===== src/rtl/ws2811_rx_pkg.sv =====
// Shared WS2811 timing constants, FSM state type and sizing helpers for the receiver.
// Pulse widths are kept in nanoseconds and scaled to clk cycles where they are used.
package ws2811_rx_pkg;

    typedef enum logic [1:0] {
        ST_SYNC,
        ST_IDLE,
        ST_HIGH,
        ST_LOW
    } rx_state_t;

    // Nominal line timing, shared with the strip driver.
    localparam int T0H_NS           = 500;
    localparam int T0L_NS           = 2000;
    localparam int T1H_NS           = 1200;
    localparam int T1L_NS           = 1300;
    localparam int RESET_NS         = 50000;

    // Receiver decision points.
    localparam int BIT_THRESHOLD_NS = 850;
    localparam int MAX_HIGH_NS      = 2000;
    localparam int RESET_DETECT_NS  = 50000;

    function automatic int microsecond_count(input int sys_clk);
        return sys_clk / 1_000_000;
    endfunction

    function automatic int ns_to_cycles(input int sys_clk, input int ns);
        return microsecond_count(sys_clk) * ns / 1000;
    endfunction

    function automatic int addr_width(input int n);
        return (n > 1) ? $clog2(n) : 1;
    endfunction

endpackage


===== src/rtl/ws2811_rx_if.sv =====
// Decoded pixel stream out of the WS2811 receiver: address, colours and event strobes.
// master drives (receiver), slave observes (consumer / checker).
interface ws2811_rx_if
    import ws2811_rx_pkg::*;
#(
    parameter int NUM_LEDS = 4
) ();
    localparam int AW = addr_width(NUM_LEDS);

    logic [AW-1:0] address;
    logic [7:0]    red;
    logic [7:0]    green;
    logic [7:0]    blue;
    logic          valid;
    logic          frame_done;
    logic          error;

    modport master (
        output address, red, green, blue, valid, frame_done, error
    );

    modport slave (
        input address, red, green, blue, valid, frame_done, error
    );
endinterface


===== src/rtl/ws2811_sync.sv =====
// Generic two-flop synchronizer for asynchronous inputs, clears to 0 on reset.
// Two clk cycles of latency from d to q.
module ws2811_sync #(
    parameter int WIDTH = 1
) (
    input  logic             clk,
    input  logic             reset,
    input  logic [WIDTH-1:0] d,
    output logic [WIDTH-1:0] q
);
    logic [WIDTH-1:0] meta;

    always_ff @(posedge clk) begin
        if (reset) begin
            meta <= '0;
            q    <= '0;
        end else begin
            meta <= d;
            q    <= meta;
        end
    end
endmodule


===== src/rtl/ws2811_rx.sv =====
// WS2811 line decoder: classifies pulses by high time, assembles 24-bit RGB pixels with LED address.
// Outputs are registered; valid/frame_done land 3 clk edges after the qualifying DI event.
module ws2811_rx
    import ws2811_rx_pkg::*;
#(
    parameter int NUM_LEDS     = 4,
    parameter int SYSTEM_CLOCK = 100_000_000
) (
    input  logic        clk,
    input  logic        reset,
    input  logic        DI,
    ws2811_rx_if.master px
);
    localparam int AW                  = addr_width(NUM_LEDS);
    localparam int BIT_THRESHOLD_COUNT = ns_to_cycles(SYSTEM_CLOCK, BIT_THRESHOLD_NS);
    localparam int MAX_HIGH_COUNT      = ns_to_cycles(SYSTEM_CLOCK, MAX_HIGH_NS);
    localparam int RESET_DETECT_COUNT  = ns_to_cycles(SYSTEM_CLOCK, RESET_DETECT_NS);
    localparam int CW                  = $clog2(RESET_DETECT_COUNT) + 1;

    localparam logic [CW-1:0] THRESHOLD = CW'(BIT_THRESHOLD_COUNT);
    localparam logic [CW-1:0] HIGH_LAST = CW'(MAX_HIGH_COUNT - 1);
    localparam logic [CW-1:0] GAP_COUNT = CW'(RESET_DETECT_COUNT);
    localparam logic [AW-1:0] ADDR_LAST = AW'(NUM_LEDS - 1);

    logic          di_s;
    rx_state_t     state;
    logic [CW-1:0] high_count;
    logic [CW-1:0] low_count;
    logic [4:0]    bit_count;
    logic [23:0]   shift;
    logic [23:0]   shift_next;
    logic [AW-1:0] address;
    logic [7:0]    red, green, blue;
    logic          valid, frame_done, error;

    ws2811_sync #(.WIDTH(1)) u_sync (
        .clk   (clk),
        .reset (reset),
        .d     (DI),
        .q     (di_s)
    );

    // Inclusive threshold: a high of exactly BIT_THRESHOLD_COUNT samples is a 1.
    assign shift_next = {shift[22:0], (high_count >= THRESHOLD)};

    always_ff @(posedge clk) begin
        if (reset) begin
            state      <= ST_SYNC;
            high_count <= '0;
            low_count  <= '0;
            bit_count  <= '0;
            shift      <= '0;
            address    <= '0;
            red        <= '0;
            green      <= '0;
            blue       <= '0;
            valid      <= 1'b0;
            frame_done <= 1'b0;
            error      <= 1'b0;
        end else begin
            valid      <= 1'b0;
            frame_done <= 1'b0;
            error      <= 1'b0;
            if (valid) begin
                address <= (address == ADDR_LAST) ? '0 : address + 1'b1;
            end

            case (state)
                // A completed gap is checked before di_s so it wins a coincident rise.
                ST_SYNC: begin
                    if (low_count == GAP_COUNT) begin
                        state      <= ST_IDLE;
                        low_count  <= '0;
                        address    <= '0;
                        frame_done <= 1'b1;
                    end else if (di_s) begin
                        low_count <= '0;
                    end else begin
                        low_count <= low_count + 1'b1;
                    end
                end
                ST_IDLE: begin
                    if (di_s) begin
                        state      <= ST_HIGH;
                        high_count <= CW'(1);
                    end
                end
                ST_HIGH: begin
                    if (di_s) begin
                        if (high_count == HIGH_LAST) begin
                            error      <= 1'b1;
                            state      <= ST_SYNC;
                            high_count <= '0;
                            low_count  <= '0;
                            bit_count  <= '0;
                            shift      <= '0;
                        end else begin
                            high_count <= high_count + 1'b1;
                        end
                    end else begin
                        shift      <= shift_next;
                        high_count <= '0;
                        low_count  <= CW'(1);
                        state      <= ST_LOW;
                        if (bit_count == 5'd23) begin
                            red       <= shift_next[23:16];
                            green     <= shift_next[15:8];
                            blue      <= shift_next[7:0];
                            valid     <= 1'b1;
                            bit_count <= '0;
                        end else begin
                            bit_count <= bit_count + 1'b1;
                        end
                    end
                end
                ST_LOW: begin
                    if (low_count == GAP_COUNT) begin
                        frame_done <= 1'b1;
                        error      <= (bit_count != '0);
                        address    <= '0;
                        state      <= ST_IDLE;
                        low_count  <= '0;
                        bit_count  <= '0;
                        shift      <= '0;
                    end else if (di_s) begin
                        state      <= ST_HIGH;
                        high_count <= CW'(1);
                        low_count  <= '0;
                    end else begin
                        low_count <= low_count + 1'b1;
                    end
                end
                default: state <= ST_SYNC;
            endcase
        end
    end

    assign px.address    = address;
    assign px.red        = red;
    assign px.green      = green;
    assign px.blue       = blue;
    assign px.valid      = valid;
    assign px.frame_done = frame_done;
    assign px.error      = error;

endmodule

===== src/flat_wrapper.sv =====
// flat-port wrapper written by rule: the top's interface ports become plain ports
module ws2811_rx_flat import ws2811_rx_pkg::*;
#(
    parameter int NUM_LEDS     = 4,
    parameter int SYSTEM_CLOCK = 100_000_000
)
  (clk, reset, DI, px_address, px_red, px_green, px_blue, px_valid, px_frame_done, px_error);
  ws2811_rx_if #(.NUM_LEDS(NUM_LEDS)) px_i ();
  input  logic clk;
  input  logic reset;
  input  logic DI;
  output wire logic [$bits(px_i.address)-1:0] px_address;
  output wire logic [$bits(px_i.red)-1:0] px_red;
  output wire logic [$bits(px_i.green)-1:0] px_green;
  output wire logic [$bits(px_i.blue)-1:0] px_blue;
  output wire logic [$bits(px_i.valid)-1:0] px_valid;
  output wire logic [$bits(px_i.frame_done)-1:0] px_frame_done;
  output wire logic [$bits(px_i.error)-1:0] px_error;
  assign px_address = px_i.address;
  assign px_red = px_i.red;
  assign px_green = px_i.green;
  assign px_blue = px_i.blue;
  assign px_valid = px_i.valid;
  assign px_frame_done = px_i.frame_done;
  assign px_error = px_i.error;
  ws2811_rx #(.NUM_LEDS(NUM_LEDS), .SYSTEM_CLOCK(SYSTEM_CLOCK)) u_core (.clk(clk), .reset(reset), .DI(DI), .px(px_i));
endmodule

===== config.mk =====
export PLATFORM = sky130hd
export DESIGN_NAME = ws2811_rx_flat
export DESIGN_NICKNAME = d
export VERILOG_FILES = /design/src/rtl/ws2811_rx_pkg.sv /design/src/rtl/ws2811_rx_if.sv /design/src/rtl/ws2811_sync.sv /design/src/rtl/ws2811_rx.sv /design/src/flat_wrapper.sv
export SDC_FILE = /design/constraint.sdc
export NUM_CORES = 1
export LEC_CHECK = 0
export CAP_MARGIN = 0
export CORE_MARGIN = 1.5
export CORE_UTILIZATION = 52
export DETAILED_ROUTE_END_ITERATION = 7
export PLACE_DENSITY = 0.75
export SYNTH_ARGS = -nofsm -noshare
export SYNTH_HDL_FRONTEND = slang
export SYNTH_SLANG_ARGS = --single-unit

===== constraint.sdc =====
create_clock -name clk -period 2.3 [get_ports clk]
set_input_delay 0.345 -clock clk [delete_from_list [all_inputs] [get_ports clk]]
set_output_delay 0.345 -clock clk [all_outputs]
set_load 0.005 [all_outputs]

After elaboration in Yosys (flattened, before gate mapping)
Cells that the tools add are included.
{ "op_classes": {"add_sub_neg": 4, "n_lt_le_gt_ge": 1, "eq_ne": 11, "n_mux": 35, "bitwise": 3, "reduce_logical": 13} }
{ "ops": {"columns": ["cell", "count"], "rows": [
  ["14-bit two-way mux", 8],
  ["23-bit two-way mux", 3],
  ["23-bit one-hot mux with 2 select lines", 1],
  ["14-bit one-hot mux with 3 select lines", 1],
  ["14-bit by 1-bit adder with 14-bit output (second input constant)", 2],
  ["14-bit one-hot mux with 2 select lines", 1],
  ["5-bit two-way mux", 4],
  ["2-bit two-way mux", 9],
  ["14-bit by 13-bit == test with 1-bit output (second input constant)", 1],
  ["14-bit by 8-bit == test with 1-bit output (second input constant)", 1],
  ["14-bit by 7-bit greater-or-equal comparator with 1-bit output (second input constant)", 1],
  ["5-bit one-hot mux with 2 select lines", 1],
  ["2-bit one-hot mux with 4 select lines", 1],
  ["2-bit == test (second input constant)", 3],
  ["2-bit AND reduction", 3],
  ["3-bit AND reduction", 2],
  ["5-bit by 1-bit adder with 5-bit output (second input constant)", 1],
  ["5-bit == test (second input constant)", 1],
  ["1-bit two-way mux", 5],
  ["5-bit nonzero test", 1],
  ["2-bit by 1-bit != test with 1-bit output (second input constant)", 2],
  ["2-bit nonzero test", 2],
  ["2-bit OR reduction", 2],
  ["3-bit by 2-bit != test with 1-bit output (second input constant)", 1],
  ["8 further kinds", 10]
]} }
{ "totals": {"regBits": 89} }

Logic depth before layout (Yosys ltp)
{ "logic_depth": {"word_depth": 5, "depth_mapped": 9} }

By module
A second synthesis with hierarchy kept.
{ "hier_totals": {"hier_cells": 508, "area_unflattened_um2": 4174.0} }
{ "modules_own_cells": {"columns": ["module", "instances", "cells_per_inst", "area_per_inst_um2"], "rows": [
  ["ws2811_rx", 1, 504, 4121.5],
  ["ws2811_sync", 1, 4, 52.6]
]} }

Least setup slack after synthesis
Ideal clock, no wire load.
{ "synth_timing": {"path_kind": "register -> register", "start": "register u_core.low_count[2]", "end": "register u_core.state[1]", "setup_time_ps": 131, "t_arrival_ps": 2033, "required_ps": 2169, "path_slack_ps": 136, "stages_incl_launch_ff": 8, "path_buffers": 2, "period_less_slack_ps": 2164, "path_cell_list": "dfxtp_1 -> clkbuf_1 -> or4b_1 -> or4_1 -> clkbuf_1 -> a211oi_1 -> o21a_1 -> nor3_1"} }
{ "synth_between": {"elab_chain_len": 3, "elab_cells_between_ends": 5} }
{ "synth_rtl": {"columns": ["element", "line", "text"], "rows": [
  ["start, declared", "ws2811_rx.sv:28", "logic [CW-1:0] low_count;"],
  ["start signal, assigned", "ws2811_rx.sv:79", "low_count <= low_count + 1'b1;"],
  ["start signal, assigned", "ws2811_rx.sv:130", "low_count <= low_count + 1'b1;"],
  ["14-bit by 13-bit == test with 1-bit output (*)", "ws2811_rx.sv:71, ws2811_rx.sv:117", null],
  ["2-bit two-way mux or 2-bit by 1-bit != test with 1-bit output (tied branches)", null, null],
  ["2-bit one-hot mux with 4 select lines or 2-bit AND reduction (tied branches)", null, null],
  ["end signal, assigned", "ws2811_rx.sv:72", "state <= ST_IDLE;"],
  ["end signal, assigned", "ws2811_rx.sv:121", "state <= ST_IDLE;"],
  ["end signal, assigned", "ws2811_rx.sv:126", "state <= ST_HIGH;"],
  ["end, declared", "ws2811_rx.sv:26", "rx_state_t state;"]
]} }
Every way passes the cells marked *; elsewhere a longest branch is shown, timed or not.
A chain may end at the register's enable or synchronous reset.

Worst setup path in the final report
{ "layout_timing": {"start": "register u_core.high_count[8]", "end": "register u_core.low_count[11]"} }
{ "layout_between": {"elab_chain_len": 3} }
{ "layout_rtl": {"columns": ["element", "line", "text"], "rows": [
  ["start, declared", "ws2811_rx.sv:27", "logic [CW-1:0] high_count;"],
  ["start signal, assigned", "ws2811_rx.sv:98", "high_count <= high_count + 1'b1;"],
  ["14-bit by 8-bit == test with 1-bit output", "ws2811_rx.sv:90", "if (high_count == HIGH_LAST) begin"],
  ["3-bit by 2-bit != test with 1-bit output (no line)", null, null],
  ["2-bit AND reduction (no line)", null, null]
]} }
Every way passes these cells.

==> key figures <==
Pwr
  • Worst IR drop on VDD: 398 uV
  • Proportion of total power due to net switching: 0.287
  • Net Sw Power: 0.000851 W
  • Combinational cell fraction of total power: 0.115
  • Leakage: 1.64 nW
  • Power density over cell area: approximately 600 nW/um^2
  • Clock power share: 0.351
  • Internal power contribution: 0.00212 W
  • Overall power after layout: approximately 0.0030 W
  • Sequential Power Share: 0.534

Synth
  • YS warnings: 0
  • Commonest cells in the synthesized netlist: sky130_fd_sc_hd__dfxtp_1, sky130_fd_sc_hd__nand2_1, sky130_fd_sc_hd__a21oi_1
  • Post-synth net total: 518
  • Number of unique standard cell types used by synthesis: 46
  • Largest cells by area after synthesis: sky130_fd_sc_hd__dfxtp_1, sky130_fd_sc_hd__nand2_1, sky130_fd_sc_hd__a21oi_1, sky130_fd_sc_hd__ha_1, sky130_fd_sc_hd__nand3_1
  • Share of synthesized flip-flops with an asynchronous set or reset: 0
  • Most area-hungry cell type in the Yosys netlist: sky130_fd_sc_hd__dfxtp_1
  • Top cell type's share of synthesized area: 0.434
  • Gate count of the mapped netlist: about 500
  • Post-synth EDFFs: 0
  • Synthesized area: 4100 um^2
  • Sequential share of the synthesized area: 0.434
  • Predominant post-synthesis flop cell: sky130_fd_sc_hd__dfxtp_1
  • Average footprint of a synthesized cell: 8.18 um^2
  • Dominant cell by count in the synthesized netlist: sky130_fd_sc_hd__dfxtp_1
  • Flip-flop and latch count after synthesis: 89

STA
  • Final setup violation count: 0
  • Worst slew margin: 0.622
  • Final max-slew violation count: 0
  • Worst slack on hold paths: 0.383 ns
  • Final worst-path cycle share: 0.998
  • Max Clk Rate: 0.436 GHz
  • Accumulated negative setup slack: 0 ns
  • Post-layout minimum cycle time: 2.29 ns
  • Worst clock skew: 0.0117 ns
  • Final worst setup slack: ~0.0054 ns
  • Unrepaired setup endpoints after global routing: yes
  • Hold Vio Cnt, Final: 0
  • Tightest Pin Transition: 0.562 ns

Clock network
  • Post-CTS Hold Buffers: 0
  • Max Buffers Root-to-Sink: 2
  • Skew-Pair Late Insertion Delay: 0.37 ns
  • Clock-pin slew reported for the worst setup and hold paths after clock tree synthesis: 0.09 ns
  • TritonCTS clock tree: done
  • CTS Root Cell: sky130_fd_sc_hd__clkbuf_8
  • Deepest level of the CTS H-tree: 3
  • Number of sinks on the clock net: 89
  • Clock buffer count from CTS: 9

Setup path
  • Crit Reg-Reg Endpoint: u_core.low_count[11]
  • Flop-to-flop setup slack: 0.005 ns
  • Cells on worst reg2reg path: 6
  • Crit path launch: u_core.high_count[8]
  • Crit path capture: u_core.low_count[11]
  • Maximum fanout encountered on the critical timing path: 6
  • Cell breakdown of the critical path: or4_4, or4_4, buf_6, a2111oi_4, xnor2_1, nor2_1
  • Data arrival at the endpoint of the critical path: 2.54 ns
  • Setup crit start kind: flip-flop
  • Start-to-end type of the worst setup path: flip-flop to flip-flop
  • Crit path top cell by count: sky130_fd_sc_hd__or4_4
  • Slowest cell on the critical path: sky130_fd_sc_hd__or4_4
  • CP Data Required Time: approximately 2.6 ns
  • Start of the worst register-to-register path: u_core.high_count[8]
  • Crit path largest cell delay: slightly above 0.6 ns
  • Kind of end point of the critical path: flip-flop

Die
  • Die Footprint: 8430 um^2
  • Core Box Area: 7690 um^2
  • Initial core utilization: 0.534
  • Top-level port count: 32
  • Die extent in y: 91.8 um
  • Cell row count: 32
  • Chip width: 91.8 um

GRT
  • First-pass GRT wire length: 15,900 um
  • Number of global-route vias before repair: 3,470
  • Largest net degree at the start of global routing: 34
  • Antenna violations before repair: 0
  • Global routing usage summed across all routing layers: 0.231
  • Final global-route overflow total: 0

Detailed routing
  • Count of vias placed by the detailed router: 3,658
  • First-pass iteration count of the detailed router: 4
  • Remaining number of nets flagged by the antenna check after routing: 0
  • Number of DRC violations after detailed-routing iteration 0: ~210
  • Aggregate routed wire length: ~9500 um
  • Remaining DRCs: 0
  • Drt via density: 5.63
  • Wire per inst: between 10 and 15 um

Worst hold path
  • Hold/Removal Path Class: input pin to flip-flop

Placed design
  • Worst slack, placed: 0.0388 ns
  • Final estimated routing congestion in global placement: 0.907
  • Buffers on Ports: 31
  • HPWL after detailed placement: 6070 um

Finish
  • Net count of the finished layout: 559
  • Fraction of layout instances using a drive strength above 1: 0.142
  • Antenna diode instance count: 0
  • Layout overhead on the synthesized area: 20.0%

Job
  • Reported max-cap violation count: 0

Outcome
  • Result of the run: completed
==> area by class of cell <==
class                   count  area, um^2
clock inverters             7        61.3
fillers                   688        2760
repair buffers             63         583
clock buffers               9         124
multi-input cells         370        2210
well taps                 102         128
flip-flops and latches     89        1780
inverters                  10        37.5
==> power by group through the flow <==
| stage | Sequential (W) | Combinational [W] | Clock [W] |
|---|---|---|---|
| after floorplan | 0.00161 | 0.000227 | 0 |
| after global placement | 0.00162 | 0.000315 | 0 |
| after detailed placement | 0.00162 | 0.000324 | 0 |
| after CTS | 0.00158 | 0.000334 | 0.00105 |
| after global routing | 0.00159 | 0.000377 | 0.00110 |
| final | 0.00158 | 0.000342 | 0.00104 |
==> worst max-delay path: cells and delay by family, from the launching register on <==
family                    cells  cell delay, ns
xor gates and xnor gates      1            0.15
DFF                           1            0.32
and+or+nand+nor               3            1.21
AOI/OAI and AO/OA             1            0.35
buffers and inverters         1            0.16
==> through the flow <==
| step | utilization | instances | instance area (um^2) |
|---|---|---|---|
| after floorplan | - | 502 | 4100 |
| after global placement | 0.598 | 628 | 4600 |
| after detailed placement | 0.598 | 628 | 4600 |
| after CTS | 0.631 | 648 | 4850 |
| after global routing | 0.640 | 650 | 4920 |
| final | 0.640 | 650 | 4920 |
==> metal layers <==
metal	vias up	global-route usage	wire [um]	share of wire
met5	-	0	0	0
met4	0	0.0821	119	0.012
met3	10	0.0357	380	0.040
met2	69	0.384	4600	0.48
met1	1741	0.305	4440	0.47
li1	1838	-	-	-
==> flip-flops by register name, summed over array words and instances, names as in the netlist <==
signal                count
u_core.shift             23
u_core.high_count        14
u_core.low_count         14
u_core.px.blue            8
u_core.px.green           8
u_core.px.red             8
u_core.bit_count          5
u_core.px.address         2
u_core.state              2
u_core.px.error           1
u_core.px.frame_done      1
u_core.px.valid           1
u_core.u_sync.meta        1
u_core.u_sync.q           1
==> layout by cell type, fill, tap and decap left out, types with 6 or more instances in the layout <==
cell type                         netlist  final
sky130_fd_sc_hd__a211oi_1               6      6
sky130_fd_sc_hd__a21oi_1               65     59
sky130_fd_sc_hd__a21oi_2                2      7
sky130_fd_sc_hd__buf_4                  0     28
sky130_fd_sc_hd__clkbuf_8               0      9
sky130_fd_sc_hd__clkdlybuf4s50_1        0     30
sky130_fd_sc_hd__dfxtp_1               89     87
sky130_fd_sc_hd__ha_1                  13     13
sky130_fd_sc_hd__inv_1                 10     10
sky130_fd_sc_hd__nand2_1               87     87
sky130_fd_sc_hd__nand2b_1               7      7
sky130_fd_sc_hd__nand3_1               31     28
sky130_fd_sc_hd__nand4_1                9      9
sky130_fd_sc_hd__nor2_1                35     35
sky130_fd_sc_hd__nor3_1                13     13
sky130_fd_sc_hd__o21ai_0               19     19
sky130_fd_sc_hd__xnor2_1               11     11
==> what timing repair did <==
| item | in CTS | in global routing |
|---|---|---|
| setup endpoints to repair | 1 | 29 |
| cloned | 1 | 1 |
| pin swaps | 2 | 14 |
| gates resized for setup | 2 | 18 |
| setup buffers | 3 | 1 |
==> kinds of logic after synthesis <==
| logic type | Yosys count | share of synthesized area |
|---|---|---|
| muxes | 2 | 0.00488 |
| AOI/OAI and AO/OA | 113 | 0.174 |
| adders and majority gates | 13 | 0.0396 |
| and+or+nand+nor | 226 | 0.267 |
| DFF | 89 | 0.434 |
| xor gates and xnor gates | 16 | 0.0341 |
| buffers and inverters | 43 | 0.0457 |
==> worst min-delay path by stage <==
stage,start,endpoint,slack (ns),cells past startpoint
after CTS,reset,u_core.px.error,0.39,2
final,reset,u_core.px.error,0.38,2
after global placement,u_core.shift[22],u_core.shift[22],0.44,2
after floorplan,u_core.u_sync.meta,u_core.u_sync.q,0.41,1
after detailed placement,u_core.u_sync.meta,u_core.u_sync.q,0.44,1
after global routing,reset,u_core.px.error,0.40,2
(Power assumes the default switching activity.)
